==> config.mk <==
export PLATFORM = sky130hd
export DESIGN_NAME = adc_frame_reader
export DESIGN_NICKNAME = d
export VERILOG_FILES = /design/src/rtl/adc_pkg.sv /design/src/rtl/adc_sck_gen.sv /design/src/rtl/adc_frame_reader.sv
export SDC_FILE = /design/constraint.sdc
export NUM_CORES = 1
export LEC_CHECK = 0
export ABC_AREA = 1
export ABC_CLOCK_PERIOD_IN_PS = 2440
export CAP_MARGIN = 15
export CORE_MARGIN = 2
export CORE_UTILIZATION = 50
export DETAILED_ROUTE_END_ITERATION = 6
export PLACE_DENSITY_LB_ADDON = 0.15
export SLEW_MARGIN = 20
export SYNTH_ARGS = -nofsm -noshare
export SYNTH_HDL_FRONTEND = slang
export SYNTH_HIERARCHICAL = 1
export SYNTH_SLANG_ARGS = --single-unit
==> constraint.sdc <==
create_clock -name CLK50MHZ -period 2.44 [get_ports CLK50MHZ]
set_clock_uncertainty 0.1 [all_clocks]
set_input_delay 0.488 -clock CLK50MHZ [delete_from_list [all_inputs] [get_ports CLK50MHZ]]
set_output_delay 0.488 -clock CLK50MHZ [all_outputs]
set_load 0.03 [all_outputs]
==> src/rtl/adc_pkg.sv <==
// Shared constants, state type and frame-field helper for the ADC serial front end.
package adc_pkg;

  localparam int unsigned FRAME_BITS  = 34;
  localparam int unsigned DATA_W      = 14;
  localparam int unsigned A_FIRST_BIT = 2;
  localparam int unsigned B_FIRST_BIT = 18;
  localparam int unsigned BIT_CNT_W   = 6;

  typedef enum logic [1:0] {
    IDLE  = 2'd0,
    CONV  = 2'd1,
    SHIFT = 2'd2,
    DONE  = 2'd3
  } adc_state_e;

  // True when frame bit index idx falls inside the 14-bit field starting at first.
  function automatic logic in_field(input logic [BIT_CNT_W-1:0] idx, input int unsigned first);
    return (idx >= BIT_CNT_W'(first)) && (idx < BIT_CNT_W'(first + DATA_W));
  endfunction

endpackage

==> src/rtl/adc_sck_gen.sv <==
// SCK divider: low half first, then high half, each SCK_DIV clocks; idle low when disabled.
module adc_sck_gen #(
  parameter int unsigned SCK_DIV = 4
) (
  input  logic clk,
  input  logic rst_n,
  input  logic en_i,
  output logic sck_o,
  output logic rise_tick_c,
  output logic period_end_c
);

  localparam int unsigned DIV_W = (SCK_DIV > 1) ? $clog2(SCK_DIV) : 1;

  logic [DIV_W-1:0] div_q, div_d;
  logic             sck_q, sck_d;
  logic             half_end_c;

  assign half_end_c   = (div_q == DIV_W'(SCK_DIV - 1));
  assign rise_tick_c  = en_i && half_end_c && !sck_q;
  assign period_end_c = en_i && half_end_c && sck_q;
  assign sck_o        = sck_q;

  // Divider advance and SCK toggle at the end of each half period.
  always_comb begin
    div_d = div_q;
    sck_d = sck_q;
    if (!en_i) begin
      div_d = '0;
      sck_d = 1'b0;
    end else if (half_end_c) begin
      div_d = '0;
      sck_d = ~sck_q;
    end else begin
      div_d = div_q + 1'b1;
    end
  end

  // Divider registers.
  always_ff @(posedge clk) begin
    if (!rst_n) begin
      div_q <= '0;
      sck_q <= 1'b0;
    end else begin
      div_q <= div_d;
      sck_q <= sck_d;
    end
  end

endmodule

==> src/rtl/adc_frame_reader.sv <==
// Frame sequencer for the dual-channel 14-bit serial ADC: conversion pulse, 34-bit shift, result strobe.
module adc_frame_reader
  import adc_pkg::*;
#(
  parameter int unsigned SCK_DIV     = 4,
  parameter int unsigned CONV_CYCLES = 4
) (
  input  logic              CLK50MHZ,
  input  logic              RST,
  input  logic              adc_trig,
  output logic              adc_done,
  output logic [DATA_W-1:0] adc_a,
  output logic [DATA_W-1:0] adc_b,
  output logic              busy,
  output logic              ad_conv,
  output logic              spi_sck,
  input  logic              adc_miso
);

  localparam int unsigned CONV_W = (CONV_CYCLES > 1) ? $clog2(CONV_CYCLES) : 1;

  adc_state_e            state_q, state_d;
  logic [CONV_W-1:0]     conv_cnt_q, conv_cnt_d;
  logic [BIT_CNT_W-1:0]  bit_cnt_q, bit_cnt_d;
  logic [DATA_W-1:0]     sh_a_q, sh_a_d, sh_b_q, sh_b_d;
  logic [DATA_W-1:0]     adc_a_q, adc_a_d, adc_b_q, adc_b_d;
  logic                  done_q, done_d, busy_q, busy_d, conv_q, conv_d;
  logic                  sck_en_c, rise_tick_c, period_end_c;
  logic                  conv_last_c, frame_last_c;

  assign sck_en_c     = (state_q == SHIFT);
  assign conv_last_c  = (conv_cnt_q == CONV_W'(CONV_CYCLES - 1));
  assign frame_last_c = period_end_c && (bit_cnt_q == BIT_CNT_W'(FRAME_BITS));

  adc_sck_gen #(.SCK_DIV(SCK_DIV)) u_sck_gen (
    .clk          (CLK50MHZ),
    .rst_n        (RST),
    .en_i         (sck_en_c),
    .sck_o        (spi_sck),
    .rise_tick_c  (rise_tick_c),
    .period_end_c (period_end_c)
  );

  // State register.
  always_ff @(posedge CLK50MHZ) begin
    if (!RST) state_q <= IDLE;
    else      state_q <= state_d;
  end

  // Next-state: triggers are only honoured in IDLE, so requests while busy are dropped.
  always_comb begin
    state_d = state_q;
    case (state_q)
      IDLE:    if (adc_trig)     state_d = CONV;
      CONV:    if (conv_last_c)  state_d = SHIFT;
      SHIFT:   if (frame_last_c) state_d = DONE;
      DONE:                      state_d = IDLE;
      default:                   state_d = IDLE;
    endcase
  end

  // Output and datapath next values; pins and strobes follow the upcoming state.
  always_comb begin
    conv_cnt_d = '0;
    bit_cnt_d  = '0;
    sh_a_d     = sh_a_q;
    sh_b_d     = sh_b_q;
    adc_a_d    = adc_a_q;
    adc_b_d    = adc_b_q;
    busy_d     = (state_d != IDLE);
    conv_d     = (state_d == CONV);
    done_d     = (state_d == DONE);
    if (state_q == CONV && !conv_last_c) begin
      conv_cnt_d = conv_cnt_q + 1'b1;
    end
    if (state_q == SHIFT) begin
      bit_cnt_d = bit_cnt_q;
      if (rise_tick_c) begin
        if (bit_cnt_q != BIT_CNT_W'(FRAME_BITS)) bit_cnt_d = bit_cnt_q + 1'b1;
        if (in_field(bit_cnt_q, A_FIRST_BIT)) sh_a_d = {sh_a_q[DATA_W-2:0], adc_miso};
        if (in_field(bit_cnt_q, B_FIRST_BIT)) sh_b_d = {sh_b_q[DATA_W-2:0], adc_miso};
      end
    end
    if (done_d) begin
      adc_a_d = sh_a_q;
      adc_b_d = sh_b_q;
    end
  end

  // Counters, shift registers and registered outputs.
  always_ff @(posedge CLK50MHZ) begin
    if (!RST) begin
      conv_cnt_q <= '0;
      bit_cnt_q  <= '0;
      sh_a_q     <= '0;
      sh_b_q     <= '0;
      adc_a_q    <= '0;
      adc_b_q    <= '0;
      done_q     <= 1'b0;
      busy_q     <= 1'b0;
      conv_q     <= 1'b0;
    end else begin
      conv_cnt_q <= conv_cnt_d;
      bit_cnt_q  <= bit_cnt_d;
      sh_a_q     <= sh_a_d;
      sh_b_q     <= sh_b_d;
      adc_a_q    <= adc_a_d;
      adc_b_q    <= adc_b_d;
      done_q     <= done_d;
      busy_q     <= busy_d;
      conv_q     <= conv_d;
    end
  end

  assign adc_done = done_q;
  assign adc_a    = adc_a_q;
  assign adc_b    = adc_b_q;
  assign busy     = busy_q;
  assign ad_conv  = conv_q;

endmodule
==> key figures <==
Outcome
  – Status: completed

Global routing
  – First-pass GRT wire length: about 10000 µm
  – Antenna violations before repair: 0
  – Vias in the first global route: 2314
  – Largest net degree at the start of global routing: 33
  – GRT overflow: 0
  – Total track usage: 20.0%

Pwr
  – Maximum vdd ir drop: 388 µV
  – Cell Pwr Density: 689 nW/µm²
  – Pleak: around 1.3 nW

Clock tree
  – CTS resizes: 0
  – CTS clock-pin slew for the worst setup and hold paths: around 0.070 ns
  – Root buf cell: clkbuf_8
  – CTS tree: yes
  – Hold_buf cts: 0
  – CTS H-tree lvls: 3
  – Clk buf depth: 2
  – CTS Buf Count: 9
  – CTS sink cnt: just over 70
  – Post-CTS Setup Bufs: 0
  – Clk_lat worst skew: 0.35 ns

Setup path
  – Highest cell delay on the worst timing path: 0.49 ns
  – Delay-heaviest family, CP: simple AND/OR/NAND/NOR gates
  – Most used cell, CP: nand2_1
  – Worst Path Max Fanout: 28
  – CP Data Required Time: 2.58 ns
  – Crit path kind: reg -> reg
  – Buf/Inv on CP: 0
  – Worst Setup End Kind: flop
  – Startpoint class of the critical path: flop
  – Arr. time, crit path: 2.27 ns
  – CP cell instances: ha_1 -> nand2_1 -> nor2_1 -> nand3_1 -> nor2_4 -> nand2_1 -> nand2_1 -> nor2_1
  – CP max-delay cell: nor2_4

Die
  – Ports: 36
  – Core region area: 5850 µm²
  – Starting density of the core: 51.2%
  – Die ar.: roughly 6600 µm²
  – Die Ht: ~80 µm
  – Chip Width: 81.4 µm
  – Site row count: 28

Layout
  – Share of cells above drive strength 1: 7.80%
  – Inserted Diodes: 0
  – Area growth syn-to-layout: 20.5%
  – Most frequent cells in the layout: nand2_1, dfxtp_1, nor2_1, a21oi_1, nand3_1
  – Most common cell after layout, fill and taps aside: nand2_1
  – Fillers: approximately 510
  – Final net count: about 440

Timing
  – Final Hold Fails: 0
  – Worst slew margin: 63.0%
  – Fin. max-slew vios: 0
  – Final Critical Period: 2.13 ns
  – Period utilization: 87.2%
  – Final setup violation count: 0
  – Fmax: 470 MHz
  – RSZ-0062 raised after global routing: false
  – Final setup TNS: 0 ns
  – Post-route setup slack: 0.313 ns
  – Worst Tran Pin Value: 0.554 ns

Synthesis
  – Syn Area/Cell: 7.49 µm²
  – Mapped Cells: 400
  – Seq/Total Area, Yosys: 48.1%
  – Synth cell types: 23
  – YS warnings: 6
  – Mapped Area: 3000 µm²
  – Seq cells post-synth: 72
  – Post-synthesis net count: between 400 and 500

Place
  – Pre-CTS setup slack: between 0.3 and 0.4 ns
  – PortBufs: 35
  – RePlAce Congestion: roughly 0.8
  – Final HPWL DP: 3740 µm

Detailed routing
  – Wirelength per Cell: about 12 µm
  – Total wire length: 5920 µm
  – Drt drc: 0
  – DR pass1 iterations: 4
  – 1st-iter DRT viols: 112
  – Vias per cell: 4.91
  – Total number of vias: 2510
  – Antenna Violating Nets Remaining: 0

Hold path
  – Hold crit path type: reg -> reg

Flow run
  – # Max-Cap Violations: 0
[cell type report]
cell class,count,area (µm²),area share (%)
clock buffer,11,141,3.92
inverter,33,124,3.43
timing repair buffer,41,395,11.0
sequential,72,1440,39.9
clock inverter,5,128,3.54
multi-input combinational,274,1290,35.6
tap,75,93.8,2.60
[power breakdown]
group,internal [mW],total [mW],switching (mW)
registers,1.18,1.18,0.00306
clock network,0.811,1.25,0.442
logic,0.0189,0.0522,0.0333
total,2.01,2.49,0.478
[flip-flops by register name (all words and copies together), names as in the netlist, 2 cells and up]
signal and count:
sh_b_q 14, adc_b 14, state_q 2, sh_a_q 14
adc_a 14, conv_cnt_q 2, bit_cnt_q 6, u_sck_gen/div_q 2
[synthesized netlist by cell type]
cell type | n | area (µm²)
nor2_2 | 4 | 25.0
buf_1 | 1 | 3.75
buf_6 | 5 | 56.3
ha_1 | 4 | 50.1
nand3b_2 | 1 | 11.3
buf_4 | 6 | 45.0
nand2_1 | 97 | 364
clkbuf_1 | 5 | 18.8
dfxtp_1 | 72 | 1440
a21oi_1 | 46 | 230
nand2_2 | 2 | 12.5
buf_2 | 4 | 20.0
o21ai_0 | 1 | 5.00
inv_1 | 29 | 109
clkinv_1 | 1 | 3.75
nand3b_1 | 14 | 105
nand3_1 | 38 | 190
xor2_1 | 2 | 17.5
nor2_1 | 57 | 214
nor2_4 | 3 | 33.8
nor3_1 | 3 | 15.0
nand4_1 | 2 | 12.5
inv_2 | 3 | 11.3
[cells by family after synthesis]
group	after synthesis	share of synthesized area, %
and+or+nand+nor	221	32.8
DFF	72	48.1
buffers and inverters	54	8.94
AOI/OAI and AO/OA	47	7.85
adders and majority gates	4	1.67
xor gates and xnor gates	2	0.585
[worst paths after layout]
| check | from | end | slack (ns) | cells past startpoint |
|---|---|---|---|---|
| min reg2reg | conv_cnt_q[0] | conv_cnt_q[0] | 0.33 | 1 |
| max | u_sck_gen/div_q[0] | sh_b_q[10] | 0.31 | 8 |
| max reg2reg | u_sck_gen/div_q[0] | sh_b_q[10] | 0.31 | 8 |
| min | conv_cnt_q[0] | conv_cnt_q[0] | 0.33 | 1 |
[per-layer routing]
layer / global-route usage, % / up-vias / wire length [µm]
li1: - / 1329 / -
met1: 26.6 / 1122 / 2920
met2: 30.8 / 48 / 2690
met3: 4.00 / 11 / 173
met4: 10.2 / 0 / 128
met5: 0 / - / 0
[stage by stage]
stage                     cells  area [µm²]  hold slack [ns]  util [%]  power [mW]
after floorplan             400        3000            0.298         -        1.24
after global placement      495        3340            0.310      57.1        1.26
after detailed placement    495        3340            0.315      57.1        1.26
after CTS                   511        3610            0.326      61.7        2.51
after global routing        511        3610            0.339      61.7        2.56
final                       511        3610            0.328      61.7        2.49
No activity file was read; power rests on OpenSTA's default activity.
